[config.mk]
export PLATFORM = sky130hd
export DESIGN_NAME = alu_uart_ctrl
export DESIGN_NICKNAME = d
export VERILOG_FILES = /design/src/rtl/alu_uart_ctrl_pkg.sv /design/src/rtl/alu_uart_ctrl_alu.sv /design/src/rtl/alu_uart_ctrl.sv
export SDC_FILE = /design/constraint.sdc
export NUM_CORES = 1
export LEC_CHECK = 0
export BUFFER_PORTS_ARGS = -buffer_cell sky130_fd_sc_hd__buf_2
export CAP_MARGIN = 10
export CORE_MARGIN = 5
export CORE_UTILIZATION = 54
export CTS_BUF_LIST = sky130_fd_sc_hd__clkbuf_8
export DETAILED_ROUTE_END_ITERATION = 10
export PLACE_DENSITY = 0.73
export SLEW_MARGIN = 20
export SYNTH_ARGS = -nofsm -noshare
export SYNTH_HDL_FRONTEND = slang
export SYNTH_SLANG_ARGS = --single-unit
[constraint.sdc]
create_clock -name i_clk -period 3.73 [get_ports i_clk]
set_clock_uncertainty 0.1 [all_clocks]
set_input_delay 0.1865 -clock i_clk [delete_from_list [all_inputs] [get_ports i_clk]]
set_output_delay 0.1865 -clock i_clk [all_outputs]
set_load 0.01 [all_outputs]
[src/rtl/alu_uart_ctrl_pkg.sv]
// Shared types and constants for the ALU-over-UART frame controller.
// ALU_UART_CHECKSUM_EN adds a fourth, XOR checksum byte to every frame.
package alu_uart_ctrl_pkg;

`ifdef ALU_UART_CHECKSUM_EN
    typedef enum logic [2:0] {
        GET_A   = 3'd0,
        GET_B   = 3'd1,
        GET_OP  = 3'd2,
        EXEC    = 3'd3,
        SEND    = 3'd4,
        WAIT_TX = 3'd5,
        GET_CHK = 3'd6
    } state_e;

    localparam int FRAME_LEN = 4;
`else
    typedef enum logic [2:0] {
        GET_A   = 3'd0,
        GET_B   = 3'd1,
        GET_OP  = 3'd2,
        EXEC    = 3'd3,
        SEND    = 3'd4,
        WAIT_TX = 3'd5
    } state_e;

    localparam int FRAME_LEN = 3;
`endif

    localparam logic [5:0] OP_ADD = 6'h20;
    localparam logic [5:0] OP_SUB = 6'h22;
    localparam logic [5:0] OP_AND = 6'h24;
    localparam logic [5:0] OP_OR  = 6'h25;
    localparam logic [5:0] OP_XOR = 6'h26;
    localparam logic [5:0] OP_NOR = 6'h27;
    localparam logic [5:0] OP_SRA = 6'h03;
    localparam logic [5:0] OP_SRL = 6'h02;

endpackage

[src/rtl/alu_uart_ctrl_alu.sv]
// Combinational ALU used by the frame controller.
// Unknown opcodes yield zero.
module alu
    import alu_uart_ctrl_pkg::*;
#(
    parameter int NB_DATA     = 8,
    parameter int NB_DATA_OUT = NB_DATA,
    parameter int NB_CODE     = 6
) (
    input  logic [NB_DATA-1:0]     i_a,
    input  logic [NB_DATA-1:0]     i_b,
    input  logic [NB_CODE-1:0]     i_op,
    output logic [NB_DATA_OUT-1:0] o_res
);

    logic [NB_DATA-1:0] res;

    always_comb begin
        res = '0;
        case (i_op)
            NB_CODE'(OP_ADD): res = i_a + i_b;
            NB_CODE'(OP_SUB): res = i_a - i_b;
            NB_CODE'(OP_AND): res = i_a & i_b;
            NB_CODE'(OP_OR):  res = i_a | i_b;
            NB_CODE'(OP_XOR): res = i_a ^ i_b;
            NB_CODE'(OP_NOR): res = ~(i_a | i_b);
            NB_CODE'(OP_SRA): res = $signed(i_a) >>> i_b;
            NB_CODE'(OP_SRL): res = i_a >> i_b;
            default:          res = '0;
        endcase
    end

    assign o_res = NB_DATA_OUT'(res);

endmodule

[src/rtl/alu_uart_ctrl.sv]
// Collects A, B, opcode bytes from a UART receiver, runs the ALU, sends the result.
// ALU_UART_CHECKSUM_EN adds a checked fourth byte (A ^ B ^ opcode byte).
module alu_uart_ctrl
    import alu_uart_ctrl_pkg::*;
#(
    parameter int NB_DATA        = 8,
    parameter int NB_CODE        = 6,
    parameter int NB_TIMEOUT     = 16,
    parameter int TIMEOUT_CYCLES = 50000
) (
    input  logic               i_clk,
    input  logic               i_reset_n,
    input  logic               i_rx_done,
    input  logic [NB_DATA-1:0] i_rx_data,
    input  logic               i_tx_done,
    output logic               o_tx_start,
    output logic [NB_DATA-1:0] o_tx_data,
    output logic [NB_DATA-1:0] o_result,
    output logic               o_result_valid,
    output logic               o_busy,
    output logic               o_frame_err,
    output logic               o_overrun
);

    localparam logic [NB_TIMEOUT-1:0] TMO_LAST =
        NB_TIMEOUT'(TIMEOUT_CYCLES - 1);

    state_e              state_q, state_d;
    logic [NB_DATA-1:0]  a_q, a_d;
    logic [NB_DATA-1:0]  b_q, b_d;
    logic [NB_CODE-1:0]  op_q, op_d;
    logic [NB_DATA-1:0]  result_q, result_d;
    logic [NB_DATA-1:0]  tx_data_q, tx_data_d;
    logic [NB_TIMEOUT-1:0] tmo_q, tmo_d;
    logic                valid_q, valid_d;
    logic                start_q, start_d;
    logic                ferr_q, ferr_d;
    logic                ovr_q, ovr_d;
    logic                busy;
    logic                tmo_hit;
    logic                abort;
    logic [NB_DATA-1:0]  alu_res;
`ifdef ALU_UART_CHECKSUM_EN
    logic [NB_DATA-1:0]  opb_q, opb_d;
`endif

    alu #(
        .NB_DATA     (NB_DATA),
        .NB_DATA_OUT (NB_DATA),
        .NB_CODE     (NB_CODE)
    ) u_alu (
        .i_a   (a_q),
        .i_b   (b_q),
        .i_op  (op_q),
        .o_res (alu_res)
    );

    assign busy    = state_q inside {EXEC, SEND, WAIT_TX};
    assign tmo_hit = (tmo_q == TMO_LAST);

    always_comb begin
        state_d   = state_q;
        a_d       = a_q;
        b_d       = b_q;
        op_d      = op_q;
        result_d  = result_q;
        tx_data_d = tx_data_q;
        tmo_d     = '0;
        valid_d   = 1'b0;
        start_d   = 1'b0;
        ferr_d    = 1'b0;
        ovr_d     = i_rx_done && busy;
        abort     = 1'b0;
`ifdef ALU_UART_CHECKSUM_EN
        opb_d     = opb_q;
`endif
        case (state_q)
            GET_A: begin
                if (i_rx_done) begin
                    a_d     = i_rx_data;
                    state_d = GET_B;
                end
            end
            GET_B: begin
                if (i_rx_done) begin
                    b_d     = i_rx_data;
                    state_d = GET_OP;
                end else if (tmo_hit) begin
                    abort = 1'b1;
                end else begin
                    tmo_d = tmo_q + NB_TIMEOUT'(1);
                end
            end
            GET_OP: begin
                if (i_rx_done) begin
                    op_d    = i_rx_data[NB_CODE-1:0];
`ifdef ALU_UART_CHECKSUM_EN
                    opb_d   = i_rx_data;
                    state_d = GET_CHK;
`else
                    state_d = EXEC;
`endif
                end else if (tmo_hit) begin
                    abort = 1'b1;
                end else begin
                    tmo_d = tmo_q + NB_TIMEOUT'(1);
                end
            end
`ifdef ALU_UART_CHECKSUM_EN
            GET_CHK: begin
                if (i_rx_done) begin
                    if (i_rx_data == (a_q ^ b_q ^ opb_q)) begin
                        state_d = EXEC;
                    end else begin
                        abort = 1'b1;
                    end
                end else if (tmo_hit) begin
                    abort = 1'b1;
                end else begin
                    tmo_d = tmo_q + NB_TIMEOUT'(1);
                end
            end
`endif
            EXEC: begin
                result_d  = alu_res;
                tx_data_d = alu_res;
                valid_d   = 1'b1;
                state_d   = SEND;
            end
            SEND: begin
                start_d = 1'b1;
                state_d = WAIT_TX;
            end
            WAIT_TX: begin
                if (i_tx_done) begin
                    state_d = GET_A;
                end
            end
            default: begin
                state_d = GET_A;
                a_d     = '0;
                b_d     = '0;
                op_d    = '0;
            end
        endcase
        // Timeout or bad checksum throws away whatever part of the frame arrived.
        if (abort) begin
            ferr_d  = 1'b1;
            state_d = GET_A;
            a_d     = '0;
            b_d     = '0;
            op_d    = '0;
        end
    end

    always_ff @(posedge i_clk or negedge i_reset_n) begin
        if (!i_reset_n) begin
            state_q   <= GET_A;
            a_q       <= '0;
            b_q       <= '0;
            op_q      <= '0;
            result_q  <= '0;
            tx_data_q <= '0;
            tmo_q     <= '0;
            valid_q   <= 1'b0;
            start_q   <= 1'b0;
            ferr_q    <= 1'b0;
            ovr_q     <= 1'b0;
`ifdef ALU_UART_CHECKSUM_EN
            opb_q     <= '0;
`endif
        end else begin
            state_q   <= state_d;
            a_q       <= a_d;
            b_q       <= b_d;
            op_q      <= op_d;
            result_q  <= result_d;
            tx_data_q <= tx_data_d;
            tmo_q     <= tmo_d;
            valid_q   <= valid_d;
            start_q   <= start_d;
            ferr_q    <= ferr_d;
            ovr_q     <= ovr_d;
`ifdef ALU_UART_CHECKSUM_EN
            opb_q     <= opb_d;
`endif
        end
    end

    assign o_tx_start     = start_q;
    assign o_tx_data      = tx_data_q;
    assign o_result       = result_q;
    assign o_result_valid = valid_q;
    assign o_busy         = busy;
    assign o_frame_err    = ferr_q;
    assign o_overrun      = ovr_q;

endmodule

==> results_dict.tcl, run 1 <==
set metrics [dict create \
    status "complete, no violations" \
    layout_min_cycle_time_ns 3.23 \
    dp.cells 540 \
    synthTopCellsByArea "dfrtp_1, ha_1, xnor2_1" \
    yosysSeqAreaShare 0.345 \
    syn-cell-area_um2 3850 \
    path_clk_slew_ns 0.10 \
    start_util 0.560 \
    final_common_cell "dfrtp_1" \
    critPathMaxFanout 7 \
    hpwl_um 7290 \
    place_ws_ns 0.547 \
    hp-class "input pin to flop" \
    grt_max_degree 34 \
    worstPathRequired_ns 3.82 \
    routed_wl_um 9930 \
    num_vias 3390 \
    clock-sinks 53 \
    clock_latency_ns 0.32 \
    arrival_ns 3.32 \
    path_class "flop to flop" \
    critPathLaunchType "flop" \
    io_pins 33 \
    tns_ns 0 \
    drive_above_1_share 0.128 \
    relSlewSlack 0.403 \
    viasPerCell 6.17 \
    clockBufferDepth 2 \
    fin_util 0.611 \
    die_h_um 94.4 \
    h-tree-depth 2 \
    design.core.area_um2 6870 \
    cts_buffers 5 \
    grt_use_total 0.235 \
    die_x_um 94.4 \
    drcViolationCount 0 \
    grt_pass1_wl_um 16400 \
    mostFrequentLayoutCells "dfrtp_1, nor2_1, buf_2" \
    synth_cells 431 \
    synth_top_area_share 0.345 \
    setup_viol 0 \
    syn2layout_area_growth_pct 9.01 \
    synth_fp_nets 469 \
    cts_tree "done" \
    p_leak_nw 1.89 \
    wl_per_cell_um 18.1 \
    drt_iter0_markers 353 \
    drt_pre_antenna_iters 5 \
    rows 30 \
    ys_types 61 \
    fmax_ghz 0.310 \
    antenna_found_initial 0 \
    stdcell_area_um2 4190 \
    irDropWorstVdd_mv 0.461 \
    grt_setup_unrepaired "no" \
    synth_enable_flop_cells 0 \
    timing.final.max_slew_violations 0 \
    num_antenna_cells 0 \
    tightest_slew_ns 0.894 \
    final_nets 490 \
    ys_dominant_reg_cell "dfrtp_1" \
    hold_viol 0 \
    avgSynthCellArea_um2 8.93 \
    portBuffers 32 \
    cp-end-kind "flop" \
    yosysWarnings 0 \
    setup_slack_ns 0.501 \
    fin_cells 549 \
    place_congestion 0.928 \
    yosys.area.top_type "dfrtp_1" \
    fin_crit_sh 0.866 \
    ys_async_sr_fraction 1.00 \
    synth_seq_cells 53 \
    drtAntennaViolNets 0 \
    drv_cap 0 \
    grt_pass1_vias 3154 \
    overflow 0 \
    placed_cell_area_um2 4060 \
    ctsRootBufferMaster "clkbuf_8" \
    powerDensity_nw_per_um2 853 \
    die-area_um2 8910 \
]
-- per-layer routing --
metal	GRT usage	routed length (um)
met1	0.353	4710
met3	0.0327	673
met5	0	0
met4	0.0734	157
met2	0.348	4390
-- kinds of logic after synthesis --
kind of cell,after synthesis,share of synthesized area
simple gates,138,0.186
compound gates,118,0.211
flops,53,0.345
buf+inv,50,0.0589
xor+xnor,32,0.0728
fa+ha+maj,26,0.0865
mux,14,0.0400
-- synthesized netlist by cell type (all sizes together) (3+ instances only) --
cell type and count:
xor2 9, a211oi 5, nor2b 10, nor3 11, nand2 20, nor4 3
a22o 22, ha 25, o21ai 25, buf 15, inv 20, a22oi 5
mux2i 12, nand3 13, a21oi 27, o221ai 5, clkbuf 14, or2 3
nand2b 9, xnor2 23, and3 11, dfrtp 53, a31oi 6, nor2 42
-- power by group --
part	leakage (nW)	internal, W	switching, W
sequential	0.707	0.000717	0.000276
clock	0.0633	0.000224	0.000212
combinational	1.12	0.000928	0.00122
-- worst max-delay path, cell delays in order (launching register included) --
cell and delay [ns]:
dfrtp_1 0.41, or3b_1 0.42, nor3_2 0.41, mux2_2 0.43, inv_1 0.07, ha_1 0.22
nor2b_1 0.14, o2111ai_1 0.18, nand3_1 0.12, o41ai_1 0.32, xnor2_1 0.17, o221ai_1 0.12
-- registers in the layout (all words and copies together) (netlist names) --
| register | flops |
|---|---|
| tmo_q | 16 |
| a_q | 8 |
| b_q | 8 |
| o_tx_data | 8 |
| op_q | 6 |
| state_q | 3 |
| o_frame_err | 1 |
| o_overrun | 1 |
| o_result_valid | 1 |
| o_tx_start | 1 |
-- metrics by stage --
| step | hold slack (ns) | total power, W |
|---|---|---|
| 3_3_place_gp | 0.0524 | 0.00305 |
| 5_1_grt | 0.0297 | 0.00387 |
| 3_5_place_dp | 0.0548 | 0.00310 |
| 2_1_floorplan | -0.209 | 0.00257 |
| 4_1_cts | 0.0198 | 0.00354 |
| 6_report | 0.0171 | 0.00358 |
-- path summary, 6_finish.rpt --
| path | from | to | slack [ns] | cells after the start |
|---|---|---|---|---|
| min in group asynchronous | i_reset_n | tmo_q[4] | 0.25 | 2 |
| max reg2reg | op_q[3] | o_tx_data[7] | 0.50 | 11 |
| min | i_rx_data[7] | b_q[7] | 0.02 | 2 |
| max in group asynchronous | i_reset_n | op_q[4] | 2.47 | 3 |
| min reg2reg | tmo_q[0] | tmo_q[0] | 0.36 | 1 |
| max | op_q[3] | o_tx_data[7] | 0.50 | 11 |
-- repair_timing --
action	in CTS	in global routing
buffers inserted	0	0
hold endpoints to repair	20	0
gates resized for setup	0	0
hold buffers	1	0
endpoints found under the setup margin	0	0
-- layout make-up --
cell class	instances	area [um2]
fill	615	2680
multi-input combinational	328	2300
sequential	53	1330
timing repair buffer	43	245
tap	96	120
clock buffer	6	82.6
inverter	21	78.8
clock inverter	2	41.3
(Power assumes the default switching activity.)
==> run 2: changes to the inputs <==
- CORE_UTILIZATION: 54 -> 49
- PLACE_DENSITY: 0.73 -> 0.68
==> run 2 against run 1 <==
Routed wire length down 2.8%. Largest power group unchanged. Critical path type unchanged. Via count down 2.9%. Sequential power down 1%. Sequential cell count unchanged. Sequential share of layout area about the same. Largest cell class unchanged. Register-to-register slack better by 0.05 ns. Highest routed layer unchanged.
==> results_dict.tcl, run 2 (same netlist as run 1, synthesis figures left out) <==
set metrics [dict create \
    pwr-share-seq 0.281 \
    crit_start "op_q[3]" \
    cts_buffers 5 \
    routed_wl_um 9650 \
    largest_reg_flops 16 \
    p_leak_nw 1.88 \
    tns_ns 0 \
    hp-class "input pin to flop" \
    design.core.area_um2 7690 \
    path_class "flop to flop" \
    final_common_cell "dfrtp_1" \
    setup_viol 0 \
    start_util 0.500 \
    grt_max_degree 31 \
    fin_cells 556 \
    cp-end-kind "flop" \
    grt_pass1_wl_um 16000 \
    num_antenna_cells 0 \
    grt_pass1_vias 3135 \
    critPathLaunchType "flop" \
    arrival_ns 3.28 \
    cpPeakStageDelay_ns 0.43 \
    drt_pre_antenna_iters 4 \
    io_pins 33 \
    hpwl_um 7250 \
    combPwrFrac 0.614 \
    rows 32 \
    wl_met3_um 514 \
    irDropWorstVdd_mv 0.324 \
    critical_path_depth 11 \
    route.met2.wl_um 4710 \
    routed.top_layer "met4" \
    ff2ff_setup_slack_ns 0.55 \
    nFillCells 726 \
    placed_cell_area_um2 4060 \
    clockBufferDepth 2 \
    stdcell_area_um2 4190 \
    grt_setup_unrepaired "no" \
    wl_per_cell_um 17.4 \
    fmax_ghz 0.314 \
    drv_cap 0 \
    die_x_um 98.6 \
    relSlewSlack 0.424 \
    fin_crit_sh 0.853 \
    layout_min_cycle_time_ns 3.18 \
    r2r_start "op_q[3]" \
    reg2reg_depth 11 \
    powerDensity_nw_per_um2 832 \
    worstHoldStart "i_rx_data[3]" \
    num_vias 3290 \
    overflow 0 \
    drtAntennaViolNets 0 \
    drcViolationCount 0 \
    timing.final.max_slew_violations 0 \
    drive_above_1_share 0.126 \
    worstPathRequired_ns 3.83 \
    top_register "tmo_q" \
    holdPathEnd "b_q[3]" \
    cts_tree "done" \
    clkPwrFrac 0.104 \
    path_buf_inv 1 \
    tightest_slew_ns 0.856 \
    die-area_um2 9720 \
    mostFrequentLayoutCells "dfrtp_1, nor2_1, buf_2" \
    r2r_end "o_tx_data[7]" \
    hold_depth 2 \
    clock-sinks 53 \
    grt_use_total 0.203 \
    antenna_found_initial 0 \
    status "complete, no violations" \
    syn2layout_area_growth_pct 8.88 \
    dp.cells 545 \
    die_h_um 98.6 \
    critPathMaxFanout 7 \
    ctsRootBufferMaster "clkbuf_8" \
    p_switching_w 0.00169 \
    h-tree-depth 2 \
    swShare 0.485 \
    slowest_stage "or3b_1" \
    final_nets 491 \
    clock_latency_ns 0.32 \
    viasPerCell 5.92 \
    crit_family "simple AND/OR/NAND/NOR gates" \
    finalPower_w 0.00348 \
    drt_iter0_markers 188 \
    internal_power_w 0.00180 \
    path_clk_slew_ns 0.11 \
    place_congestion 0.998 \
    hold_viol 0 \
    portBuffers 32 \
    post-cts-setup-buffer-count 0 \
    drt-met1-wl_um 4190 \
    path_cells "or3b_1, nor3_2, mux2_2, inv_1, ha_1, nor2b_1, o2111ai_1, nand3_1, o41ai_1, xnor2_1, o221ai_1" \
]
-- run 2: cell types whose count changed in the layout (fill, tap and decap cells not counted) --
cell / change
dlygate4sd3_1: +2
buf_4: -1
bufinv_16: -1
clkinvlp_4: +1
inv_6: +1
inv_8: -1
-- run 2: metal layers --
layer / up-vias / GRT usage
met5: - / 0
met4: 0 / 0.0746
met3: 17 / 0.0354
met2: 105 / 0.340
met1: 1572 / 0.263
li1: 1596 / -
-- run 2: final cells by class --
type	count	area, um2	share of cell area
Inverter	21	78.8	0.0188
Tap cell	102	128	0.0305
Multi-Input combinational cell	328	2300	0.549
Sequential cell	53	1330	0.317
Clock inverter	2	16.3	0.00388
Timing Repair Buffer	44	258	0.0615
Clock buffer	6	82.6	0.0197
-- run 2: timing repair --
item,in CTS,in global routing
hold buffers,3,0
gates resized for setup,0,0
endpoints found under the hold margin,26,0
-- run 2: worst max path at each step --
| stage | end | slack (ns) |
|---|---|---|
| 2_1_floorplan | o_tx_data[7] | 0.83 |
| 3_3_place_gp | o_tx_data[7] | 0.64 |
| 3_5_place_dp | o_tx_data[7] | 0.60 |
| 4_1_cts | o_tx_data[7] | 0.55 |
| 5_1_grt | o_tx_data[2] | 0.33 |
| 6_report | o_tx_data[7] | 0.55 |
-- run 2: power by group through the flow --
stage	Sequential, W	Combinational [W]	Clock (W)
6_report	0.000980	0.00214	0.000364
5_1_grt	0.00101	0.00236	0.000400
4_1_cts	0.000974	0.00212	0.000372
3_5_place_dp	0.000987	0.00210	0
3_3_place_gp	0.000979	0.00209	0
2_1_floorplan	0.000863	0.00171	0
-- run 2: metrics by stage --
step | setup slack, ns | hold WS [ns] | utilization
finish | 0.549 | 0.0267 | 0.545
global route | 0.330 | 0.0205 | 0.545
CTS | 0.554 | 0.0134 | 0.544
detailed placement | 0.604 | 0.109 | 0.528
global placement | 0.639 | 0.106 | 0.528
floorplan | 0.830 | -0.209 | -
==> run 3: changes to the inputs <==
- CORE_MARGIN: 5 -> default
==> run 3 against run 2 <==
Cell count down 0.90%. Global-route usage up 5.1 points. Critical path type unchanged. Combinational power about the same. Sequential power about the same. Highest routed layer unchanged. Via count up 1.4%. Sequential share of layout area up 0.29 points. Utilization up 1.5 points. Routed wire length up 2.5%. Die area down 16%. Worst hold slack worse by 0.011 ns.
==> results_dict.tcl, run 3 (same netlist as run 1, synthesis figures left out) <==
set metrics [dict create \
    grt_setup_unrepaired "no" \
    cts-resized-gates 0 \
    worstPathRequired_ns 3.81 \
    antenna_found_initial 0 \
    hold_viol 0 \
    cpPeakStageDelay_ns 0.42 \
    arrival_ns 3.13 \
    cp-end-kind "flop" \
    portBuffers 32 \
    placed_cell_area_um2 4060 \
    path_buf_inv 2 \
    grt_pass1_vias 3107 \
    fin_crit_sh 0.816 \
    wl_per_cell_um 18.0 \
    die-area_um2 8210 \
    routed_wl_um 9900 \
    relSlewSlack 0.283 \
    drt_iter0_markers 286 \
    irDropWorstVdd_mv 0.239 \
    cts_tree "done" \
    path_clk_slew_ns 0.10 \
    tns_ns 0 \
    critPathLaunchType "flop" \
    final_common_cell "dfrtp_1" \
    crit_family "simple AND/OR/NAND/NOR gates" \
    io_pins 33 \
    path_cells "or3b_1, nor3_2, buf_4, mux2_2, inv_1, ha_1, nor2b_1, o2111ai_1, nand3_1, o41ai_1, xnor2_1, o221ai_1" \
    setup_viol 0 \
    clockBufferDepth 2 \
    hp-class "input pin to flop" \
    post-cts-setup-buffer-count 0 \
    viasPerCell 6.05 \
    drive_above_1_share 0.124 \
    tightest_slew_ns 1.07 \
    powerDensity_nw_per_um2 832 \
    critPathMaxFanout 7 \
    die_h_um 90.6 \
    drt_pre_antenna_iters 5 \
    slowest_stage "or3b_1" \
    grt_max_degree 31 \
    num_antenna_cells 0 \
    fmax_ghz 0.328 \
    top_register "tmo_q" \
    status "complete, no violations" \
    syn2layout_area_growth_pct 7.90 \
    overflow 0 \
    clock_latency_ns 0.31 \
    h-tree-depth 2 \
    path_class "flop to flop" \
    final_nets 490 \
    ctsRootBufferMaster "clkbuf_8" \
    postCtsHoldBufs 1 \
    stdcell_area_um2 4150 \
    num_vias 3335 \
    grt_use_total 0.254 \
    start_util 0.519 \
    drtAntennaViolNets 0 \
    place_congestion 0.944 \
    timing.final.max_slew_violations 0 \
    die_x_um 90.6 \
    cts_buffers 5 \
    rows 31 \
    drcViolationCount 0 \
    mostFrequentLayoutCells "dfrtp_1, nor2_1, buf_2" \
    largest_reg_flops 16 \
    p_leak_nw 1.87 \
    clock-sinks 53 \
    finalPower_w 0.00345 \
    design.core.area_um2 7410 \
    drv_cap 0 \
    hpwl_um 7250 \
    grt_pass1_wl_um 16300 \
    layout_min_cycle_time_ns 3.04 \
]
## run 3: worst paths after layout
kind,start,to,slack [ns],cells after the start
max,op_q[3],o_tx_data[7],0.69,12
min reg2reg,tmo_q[0],tmo_q[0],0.36,1
min,i_rx_data[7],b_q[7],0.02,2
max reg2reg,op_q[3],o_tx_data[7],0.69,12
min in group asynchronous,i_reset_n,o_result_valid,0.34,2
max in group asynchronous,i_reset_n,op_q[1],2.41,3
## run 3: cell type report
class / count / area (um2)
Fill cell: 712 / 3260
Timing Repair Buffer: 43 / 245
Sequential cell: 53 / 1330
Tap cell: 99 / 124
Multi-Input combinational cell: 328 / 2290
Clock inverter: 2 / 13.8
Clock buffer: 5 / 68.8
Inverter: 21 / 78.8
## run 3: per-stage QoR
step	worst slack [ns]	hold WS, ns	util	std cells
global placement	0.763	0.175	0.548	543
global route	0.531	0.0216	0.560	551
floorplan	0.830	-0.209	-	431
CTS	0.667	0.0169	0.560	551
finish	0.685	0.0158	0.560	551
detailed placement	0.677	0.174	0.548	543
## run 3: routing by layer
metal,vias to the layer above,GRT usage,part of all wire
li1,1594,-,-
met1,1601,0.353,0.46
met2,121,0.403,0.46
met3,19,0.0387,0.054
met4,0,0.0833,0.026
met5,-,0,0
## run 3: report_power, final
part / switching, W / total, W / internal (W)
clock network: 0.000198 / 0.000328 / 0.000130
registers: 0.000266 / 0.000983 / 0.000717
logic: 0.00122 / 0.00214 / 0.000927
